===== src/rtl/updown_count_monitor_if.sv =====
// Bus between the count monitor and whatever drives or observes it.
// The master side presents the sampled counter; the slave side returns the check results.
interface updown_count_monitor_if #(
   parameter int WIDTH   = 3,
   parameter int WRAPS_W = 8
);
   logic               en;
   logic               clr;
   logic               mode;
   logic [WIDTH-1:0]   count_in;
   logic               wrap_up;
   logic               wrap_dn;
   logic               step_err;
   logic               fault;
   logic [WRAPS_W-1:0] wrap_cnt;
   logic [1:0]         state;

   modport master (
      output en, clr, mode, count_in,
      input  wrap_up, wrap_dn, step_err, fault, wrap_cnt, state
   );

   modport slave (
      input  en, clr, mode, count_in,
      output wrap_up, wrap_dn, step_err, fault, wrap_cnt, state
   );
endinterface


===== src/rtl/updown_count_monitor.sv =====
// Checks every enabled transition of an up/down counter for hold/+1/-1 legality,
// reports wraps with a saturating tally, and latches a sticky fault on a bad step.
//
// state  | meaning
// IDLE   | no reference value yet; next enabled sample becomes the reference
// TRACK  | each enabled sample is checked against the previous sample and mode
// FAULT  | an illegal step was seen; only clr or reset leaves this state
module updown_count_monitor #(
   parameter int WIDTH   = 3,
   parameter int WRAPS_W = 8
) (
   input  logic                        clk,
   input  logic                        reset,
   updown_count_monitor_if.slave       bus
);

   typedef enum logic [1:0] {
      ST_IDLE  = 2'd0,
      ST_TRACK = 2'd1,
      ST_FAULT = 2'd2
   } state_t;

   localparam logic [WIDTH-1:0]   CNT_ONE  = WIDTH'(1);
   localparam logic [WIDTH-1:0]   CNT_MAX  = {WIDTH{1'b1}};
   localparam logic [WRAPS_W-1:0] WRAP_ONE = WRAPS_W'(1);
   localparam logic [WRAPS_W-1:0] WRAP_MAX = {WRAPS_W{1'b1}};

   state_t             state_q, state_d;
   logic [WIDTH-1:0]   prev_cnt_q, prev_cnt_d;
   logic               prev_mode_q, prev_mode_d;
   logic               wrap_up_q, wrap_up_d;
   logic               wrap_dn_q, wrap_dn_d;
   logic               step_err_q, step_err_d;
   logic               fault_q, fault_d;
   logic [WRAPS_W-1:0] wrap_cnt_q, wrap_cnt_d;
   logic [WIDTH-1:0]   exp_up, exp_dn;
   logic [WRAPS_W-1:0] wrap_cnt_inc;

   assign exp_up       = prev_cnt_q + CNT_ONE;
   assign exp_dn       = prev_cnt_q - CNT_ONE;
   assign wrap_cnt_inc = (wrap_cnt_q == WRAP_MAX) ? wrap_cnt_q : wrap_cnt_q + WRAP_ONE;

   always_ff @(posedge clk) begin
      if (!reset || bus.clr) begin
         state_q     <= ST_IDLE;
         prev_cnt_q  <= '0;
         prev_mode_q <= 1'b0;
         wrap_up_q   <= 1'b0;
         wrap_dn_q   <= 1'b0;
         step_err_q  <= 1'b0;
         fault_q     <= 1'b0;
         wrap_cnt_q  <= '0;
      end else begin
         state_q     <= state_d;
         prev_cnt_q  <= prev_cnt_d;
         prev_mode_q <= prev_mode_d;
         wrap_up_q   <= wrap_up_d;
         wrap_dn_q   <= wrap_dn_d;
         step_err_q  <= step_err_d;
         fault_q     <= fault_d;
         wrap_cnt_q  <= wrap_cnt_d;
      end
   end

   always_comb begin
      state_d     = state_q;
      prev_cnt_d  = prev_cnt_q;
      prev_mode_d = prev_mode_q;
      wrap_up_d   = 1'b0;
      wrap_dn_d   = 1'b0;
      step_err_d  = 1'b0;
      fault_d     = fault_q;
      wrap_cnt_d  = wrap_cnt_q;

      if (bus.en) begin
         prev_cnt_d  = bus.count_in;
         prev_mode_d = bus.mode;
         case (state_q)
            ST_IDLE: state_d = ST_TRACK;
            ST_TRACK: begin
               // Direction comes from the mode sampled with prev_cnt: the counter
               // applies a new mode one edge after it is presented.
               if (bus.count_in == prev_cnt_q) begin
                  state_d = ST_TRACK;
               end else if (prev_mode_q && (bus.count_in == exp_up)) begin
                  if (prev_cnt_q == CNT_MAX) begin
                     wrap_up_d  = 1'b1;
                     wrap_cnt_d = wrap_cnt_inc;
                  end
               end else if (!prev_mode_q && (bus.count_in == exp_dn)) begin
                  if (prev_cnt_q == '0) begin
                     wrap_dn_d  = 1'b1;
                     wrap_cnt_d = wrap_cnt_inc;
                  end
               end else begin
                  step_err_d = 1'b1;
                  fault_d    = 1'b1;
                  state_d    = ST_FAULT;
               end
            end
            ST_FAULT: state_d = ST_FAULT;
            default:  state_d = ST_IDLE;
         endcase
      end
   end

   assign bus.wrap_up  = wrap_up_q;
   assign bus.wrap_dn  = wrap_dn_q;
   assign bus.step_err = step_err_q;
   assign bus.fault    = fault_q;
   assign bus.wrap_cnt = wrap_cnt_q;
   assign bus.state    = state_q;

endmodule


===== src/flat_wrapper.sv =====
// flat-port wrapper written by rule: the top's interface ports become plain ports
module updown_count_monitor_flat 
#(
   parameter int WIDTH   = 3,
   parameter int WRAPS_W = 8
)
  (clk, reset, bus_en, bus_clr, bus_mode, bus_count_in, bus_wrap_up, bus_wrap_dn, bus_step_err, bus_fault, bus_wrap_cnt, bus_state);
  updown_count_monitor_if #(.WIDTH(WIDTH), .WRAPS_W(WRAPS_W)) bus_i ();
  input  logic clk;
  input  logic reset;
  input wire logic [$bits(bus_i.en)-1:0] bus_en;
  input wire logic [$bits(bus_i.clr)-1:0] bus_clr;
  input wire logic [$bits(bus_i.mode)-1:0] bus_mode;
  input wire logic [$bits(bus_i.count_in)-1:0] bus_count_in;
  output wire logic [$bits(bus_i.wrap_up)-1:0] bus_wrap_up;
  output wire logic [$bits(bus_i.wrap_dn)-1:0] bus_wrap_dn;
  output wire logic [$bits(bus_i.step_err)-1:0] bus_step_err;
  output wire logic [$bits(bus_i.fault)-1:0] bus_fault;
  output wire logic [$bits(bus_i.wrap_cnt)-1:0] bus_wrap_cnt;
  output wire logic [$bits(bus_i.state)-1:0] bus_state;
  assign bus_i.en = bus_en;
  assign bus_i.clr = bus_clr;
  assign bus_i.mode = bus_mode;
  assign bus_i.count_in = bus_count_in;
  assign bus_wrap_up = bus_i.wrap_up;
  assign bus_wrap_dn = bus_i.wrap_dn;
  assign bus_step_err = bus_i.step_err;
  assign bus_fault = bus_i.fault;
  assign bus_wrap_cnt = bus_i.wrap_cnt;
  assign bus_state = bus_i.state;
  updown_count_monitor #(.WIDTH(WIDTH), .WRAPS_W(WRAPS_W)) u_core (.clk(clk), .reset(reset), .bus(bus_i));
endmodule

===== config.mk =====
export PLATFORM = sky130hd
export DESIGN_NAME = updown_count_monitor_flat
export DESIGN_NICKNAME = d
export VERILOG_FILES = /design/src/rtl/updown_count_monitor_if.sv /design/src/rtl/updown_count_monitor.sv /design/src/flat_wrapper.sv
export SDC_FILE = /design/constraint.sdc
export NUM_CORES = 1
export LEC_CHECK = 0
export ABC_AREA = 1
export CORE_UTILIZATION = 36
export CTS_CLUSTER_DIAMETER = 80
export DETAILED_ROUTE_END_ITERATION = 8
export PLACE_DENSITY = 0.57
export SETUP_SLACK_MARGIN = 0.2
export SYNTH_ARGS = -nofsm -noshare
export SYNTH_HDL_FRONTEND = slang
export SYNTH_SLANG_ARGS = --single-unit
export TNS_END_PERCENT = 5

===== constraint.sdc =====
create_clock -name clk -period 1.85 [get_ports clk]
set_input_delay 0.4625 -clock clk [delete_from_list [all_inputs] [get_ports clk]]
set_output_delay 0.4625 -clock clk [all_outputs]
set_load 0.03 [all_outputs]

==> run metrics <==
#FFs+latches synth 18; max-cap violations 0; Vias roughly 1200; Yosys top cell area share 0.313; synth unique cells 23; drt total wl 2930 microns; via/cell ratio 4.80; Required @ worst endpoint 2.04 ns; Post-synth EDFFs 0; Longest Clk Path Bufs 2; core area 3050 sq um; Iter 0 DRT Violations between 50 and 60; Max VDD drop 0.000276 V; gr usage total 0.176; Top FF cell, synth dfxtp_1; Final Cycle Share 0.995; CTS Sinks 18; Final Total Pwr 770 uW; Clock Latency Late Sink around 0.3 ns; ys async rst share 0; Seq/Total Area, Yosys 0.313; CTS tree built; drc violations 0; R2R setup slack 0.009 ns; Clock Skew 0.0131 ns; hold path endpoint u_core.bus.fault; Die Span Y 58.5 microns; YS warnings 0; worst-case reg-to-reg path depth 13; 1st-pass router iterations 4; Initial Utilization 0.377; Clock Pin Slew Worst Setup and Hold Paths 0.09 ns; Max Slew Vio Count 0; layout cells sized above 1 0.288; CTS H-tree lvls 1; pre-CTS setup slack -0.220 ns; reg-to-reg endpoint u_core.bus.wrap_cnt[0]; Final Wtd Congestion 0.817; unrepaired setup endpoints after global routing yes; Final Net Count 220; total gr overflow 0; Placed Area 1510 sq um; Achievable Freq 543 MHz; Worst Path Arrival 2.03 ns; Total Die Area 3420 sq um; Synth top cells by count nand2_1 (42), inv_1 (24), dfxtp_1 (18); Synth Instances approximately 170; n_diodes 0; fin area 1670 sq um; Post-DP HPWL 2240 microns; WHS 0.491 ns; vias in the first global route 1154; HP Start u_core.bus.fault; kind of start point of the critical path input port; Crit Path Max Fanout 7; Syn Area/Cell between 6 and 7 sq um; Crit. End Element register; ranking of synthesized cells by area dfxtp_1 (31%), nand2_1 (14%), inv_1 (7.8%); R2R Path Start u_core.prev_cnt_q[0]; global-route wire length before repair around 4700 microns; antenna violations before repair 0; routed len/inst between 10 and 15 microns; FILL cells about 320; Post-Route Utilization 0.547; Final Hold Vio Count 0; Cell Pwr Density 461 nW/um^2; Horiz. Die Dim slightly below 60 microns; IO Port Bufs 21; Slew HR 0.788; Root Buffer clkbuf_4; area leader, netlist dfxtp_1; Period minus WS final 1.84 ns; Hold Crit Class register to register; most frequent cell after synthesis nand2_1; remaining antenna violation count 0; Static Leak between 0.0007 and 0.0008 uW; Mapped Area 1150 sq um; I/O pins 22; largest net degree at the start of global routing 10; Tightest Pin Transition 0.318 ns; status finished, final reports clean; Final Setup Violations 0; crit path kind input port to register; Worst Hold Path Cells 2; CTS buffer count 3; # rows 20; Area Growth Syn to Fin 45.3%; syn nets about 190; Setup WS post-layout 0.00928 ns
[metrics by stage]
| step | setup TNS [ns] | instances |
|---|---|---|
| after floorplan | 0 | 172 |
| after global placement | -1.77 | 246 |
| after detailed placement | -1.85 | 246 |
| after CTS | -0.00991 | 249 |
| after global routing | -0.415 | 249 |
| final | 0 | 249 |
[cells in the final DEF (no fill, tap or decap), types with 2 or more instances in the layout]
cell type        instances
dfxtp_4                  2
inv_2                    5
nor3_1                   2
nor2_2                   3
a21oi_1                 11
nand3_1                  7
nand2_2                 12
buf_4                   10
dlygate4sd2_1           13
nand3b_1                 2
clkbuf_4                 3
nand2_1                 34
nand3_4                  2
o21bai_4                 3
o21ai_0                  7
o21bai_1                 3
a21oi_2                  4
nor2_1                  10
nand3_2                  8
ha_4                     3
dfxtp_1                 16
xor2_1                   6
nor2_4                   2
clkdlybuf4s50_1          7
inv_1                   22
ha_1                     2
[power breakdown]
part	internal, uW	total, uW	leakage, uW	switching, uW
clock network	75.9	198	0.0000138	122
registers	392	399	0.000147	6.76
logic	66.8	173	0.000593	106
total	534	770	0.000754	235
[cell type report]
cell class | count | area (sq um) | area share
clock buffers | 3 | 22.5 | 0.0135
repair buffers | 31 | 272 | 0.163
multi-input cells | 124 | 837 | 0.501
flip-flops and latches | 18 | 368 | 0.220
inverters | 29 | 116 | 0.0697
well taps | 44 | 55.1 | 0.0330
[kinds of logic (layout without fill, tap and decap cells)]
logic type	Yosys count	count (layout)	share of synthesized area
and+or+nand+nor	84	84	0.347
buffers and inverters	30	63	0.100
AOI/OAI and AO/OA	29	29	0.139
DFF	18	18	0.313
xor gates and xnor gates	6	6	0.0457
adders and majority gates	5	5	0.0544
[worst max-delay path: stages]
cell             delay (ns)
clkdlybuf4s50_1        0.55
inv_2                  0.08
nand2_1                0.11
nand2_2                0.07
nor2_2                 0.09
nand2_2                0.09
nand2_2                0.09
nand3_4                0.18
inv_8                  0.14
nand3_2                0.07
nand2_1                0.08
nor2_1                 0.04
[worst max-delay path by stage]
stage / endpoint / slack [ns] / startpoint / depth (start not counted)
6_report: u_core.bus.wrap_cnt[0] / 0.009 / bus_count_in[2] / 12
5_1_grt: u_core.bus.wrap_cnt[0] / -0.07 / u_core.prev_cnt_q[0] / 13
4_1_cts: u_core.bus.wrap_cnt[2] / -0.01 / u_core.prev_cnt_q[0] / 12
3_5_place_dp: u_core.bus.wrap_cnt[2] / -0.22 / bus_count_in[2] / 11
3_3_place_gp: u_core.bus.wrap_cnt[2] / -0.20 / bus_count_in[2] / 11
2_1_floorplan: u_core.bus.wrap_cnt[0] / 0.20 / u_core.prev_cnt_q[0] / 13
[sequential cells by signal (all words and copies together), names as in the netlist]
register / cells
u_core.bus.step_err: 1
u_core.prev_cnt_q: 3
u_core.bus.wrap_dn: 1
u_core.bus.wrap_up: 1
u_core.bus.wrap_cnt: 8
u_core.prev_mode_q: 1
u_core.bus.fault: 1
u_core.bus.state: 2
[layer usage]
layer,share of wire,up-vias,track usage
met1,0.43,549,0.206
met3,0.032,7,0.0264
met5,0,-,0
li1,-,617,-
met2,0.52,23,0.325
met4,0.017,0,0.0612
[what timing repair did]
action                     4_1_cts  5_1_grt
hold buffers                     0        0
gates resized for setup         17       31
hold endpoints to repair         0        0
buffers inserted                 0        0
pin swaps                        3       18
setup endpoints to repair       26       15
No activity file was read; power rests on OpenSTA's default activity.
==> variant, RTL diff (same flow settings) <==
`WRAPS_W` is set to 8 in 3 places; all go to 6.
--- a/src/rtl/updown_count_monitor_if.sv
+++ b/src/rtl/updown_count_monitor_if.sv
@@ -3,5 +3,5 @@
 interface updown_count_monitor_if #(
    parameter int WIDTH   = 3,
-   parameter int WRAPS_W = 8
+   parameter int WRAPS_W = 6
 );
    logic               en;
--- a/src/rtl/updown_count_monitor.sv
+++ b/src/rtl/updown_count_monitor.sv
@@ -8,5 +8,5 @@
 module updown_count_monitor #(
    parameter int WIDTH   = 3,
-   parameter int WRAPS_W = 8
+   parameter int WRAPS_W = 6
 ) (
    input  logic                        clk,
--- a/src/flat_wrapper.sv
+++ b/src/flat_wrapper.sv
@@ -3,5 +3,5 @@
 #(
    parameter int WIDTH   = 3,
-   parameter int WRAPS_W = 8
+   parameter int WRAPS_W = 6
 )
   (clk, reset, bus_en, bus_clr, bus_mode, bus_count_in, bus_wrap_up, bus_wrap_dn, bus_step_err, bus_fault, bus_wrap_cnt, bus_state);
Ports: changed (resized bus_wrap_cnt); port bits go from 22 to 20. No check against the original RTL was run, so the function may have changed too.
==> variant against the unedited design <==
Area after synthesis fell by 13%. Sequential cell count is 2 lower. Critical path type is now register to register. Core utilization down 0.14 points. Critical endpoint unchanged. Power is 4.2% lower. Global-route usage fell by 0.76 points. Clock power rose by 15%. Routed wire length down 23%. Critical path depth shrank 1. Worst setup slack improved by 120 ps. Cell area down 17%.
==> variant: results (changes against the unedited design) <==
Placement
  – Cell Area, Placed: 0.00128 mm2 (was 0.00151 mm2)
  – Final HPWL DP: 1660 um (was 2240 um)
  – Pre-CTS setup slack: -113 ps (was -220 ps)
  – IO Port Bufs: 19 (was 21)
  – Placed instance count: 191 (was 246)
  – Final RePlAce weighted congestion: 0.803 (was 0.817)

Layout
  – Fill cells: 254 (was 323)
  – Final #Nets: 181 (was 220)
  – Register Area: 328 um2 (was 368 um2)
  – Max FFs per register: 6 (was 8)

Run status
  – Outcome: complete, no violations (unchanged)

GRT
  – Vias in the first global route: 810 (was 1154)
  – Largest net degree at the start of global routing: 11 (was 10)
  – GRT Resource Usage Total: 16.8% (was 17.6%)
  – Global-route wire length before repair: 3530 um (was 4650 um)
  – Met1 Usage GRT: 22.5% (was 20.6%)
  – Met2 Usage GRT: 26.4% (was 32.5%)
  – Met3 track demand over resource: 5.83% (was 2.64%)

Yosys
  – Largest cells by area after synthesis: dfxtp_1 32%, nand2_1 12%, ha_1 6.3% (was dfxtp_1 31%, nand2_1 14%, inv_1 7.8%)
  – Syn nets: 148 (was 185)
  – Syn Inst Count: 135 (was 172)
  – Post-synthesis sequential area ratio: 32.2% (was 31.3%)

Setup path
  – WP data arrival: 1910 ps (was 2030 ps)

Power and ir drop
  – Leak: 0.636 nW (was 0.754 nW)
  – P_comb: 0.000154 W (was 0.000173 W)
  – Worst VDD drop: 597 uV (was 276 uV)
  – Switch Pwr: 0.000207 W (was 0.000235 W)
  – Clk pwr share: 30.9% (was 25.7%)

Route
  – Overall routed net length: 2250 um (was 2930 um)
  – Vias: 944 (was 1196)
  – Detailed Routing Iterations Pass 1: 4 (unchanged)
  – DR iter-0 viols: 9 (was 52)
  – Vias/cell: 4.79 (was 4.80)

STA
  – Slew HR: 79.7% (was 78.8%)

Clock tree
  – PostCTS Resize Cnt: 29 (was 17)
  – Clk Latency, worst-skew pair: 280 ps (was 300 ps)
-- variant: cell types whose count changed in the layout (fill, tap and decap cells not counted), sizes merged, moves of 4 or more --
| cell | before | now |
|---|---|---|
| inv | 28 | 19 |
| xor2 | 6 | 2 |
| nand3 | 17 | 13 |
| nand2 | 46 | 41 |
| nand4 | 1 | 6 |
| a21oi | 15 | 11 |
| nor2 | 15 | 10 |
| o21bai | 6 | 0 |
-- variant: logic make-up after synthesis --
| logic type | Yosys count | share of synthesized area [%] |
|---|---|---|
| simple gates | 73 | 42.0 |
| buf+inv | 21 | 7.92 |
| compound gates | 16 | 8.05 |
| fa+ha+maj | 5 | 6.29 |
| flops | 16 | 32.2 |
| xor+xnor | 4 | 3.52 |
-- variant: worst max-delay path, cell delays in order, from the launching register on --
cell and delay, ps:
dfxtp_4 380, ha_4 170, ha_4 250, inv_2 40, nand2_2 50, nand2_2 70, nor2_4 160, nand3_2 120
nand2_4 130, nand3_4 110, nand2_1 100, a21oi_2 50
-- variant: final timing paths --
kind | slack (ps) | to | start
worst min register to register | 470 | u_core.bus.fault | u_core.bus.fault
worst max register to register | 130 | u_core.bus.wrap_cnt[0] | u_core.prev_cnt_q[1]
worst min-delay path | 470 | u_core.bus.fault | u_core.bus.fault
worst max-delay path | 130 | u_core.bus.wrap_cnt[0] | u_core.prev_cnt_q[1]
-- variant: area by class of cell --
class                           count  share of cell area [%]
Sequential cell                    16                    23.6
Inverter                           20                    5.41
Multi-Input combinational cell     98                    47.7
Timing Repair Buffer               29                    18.0
Tap cell                           30                    2.70
Clock buffer                        4                    2.61
-- variant: layer usage --
metal	vias to the layer above	wire, um
met3	2	90
met1	419	1120
met2	20	1030
met5	-	0
met4	0	10
li1	503	-
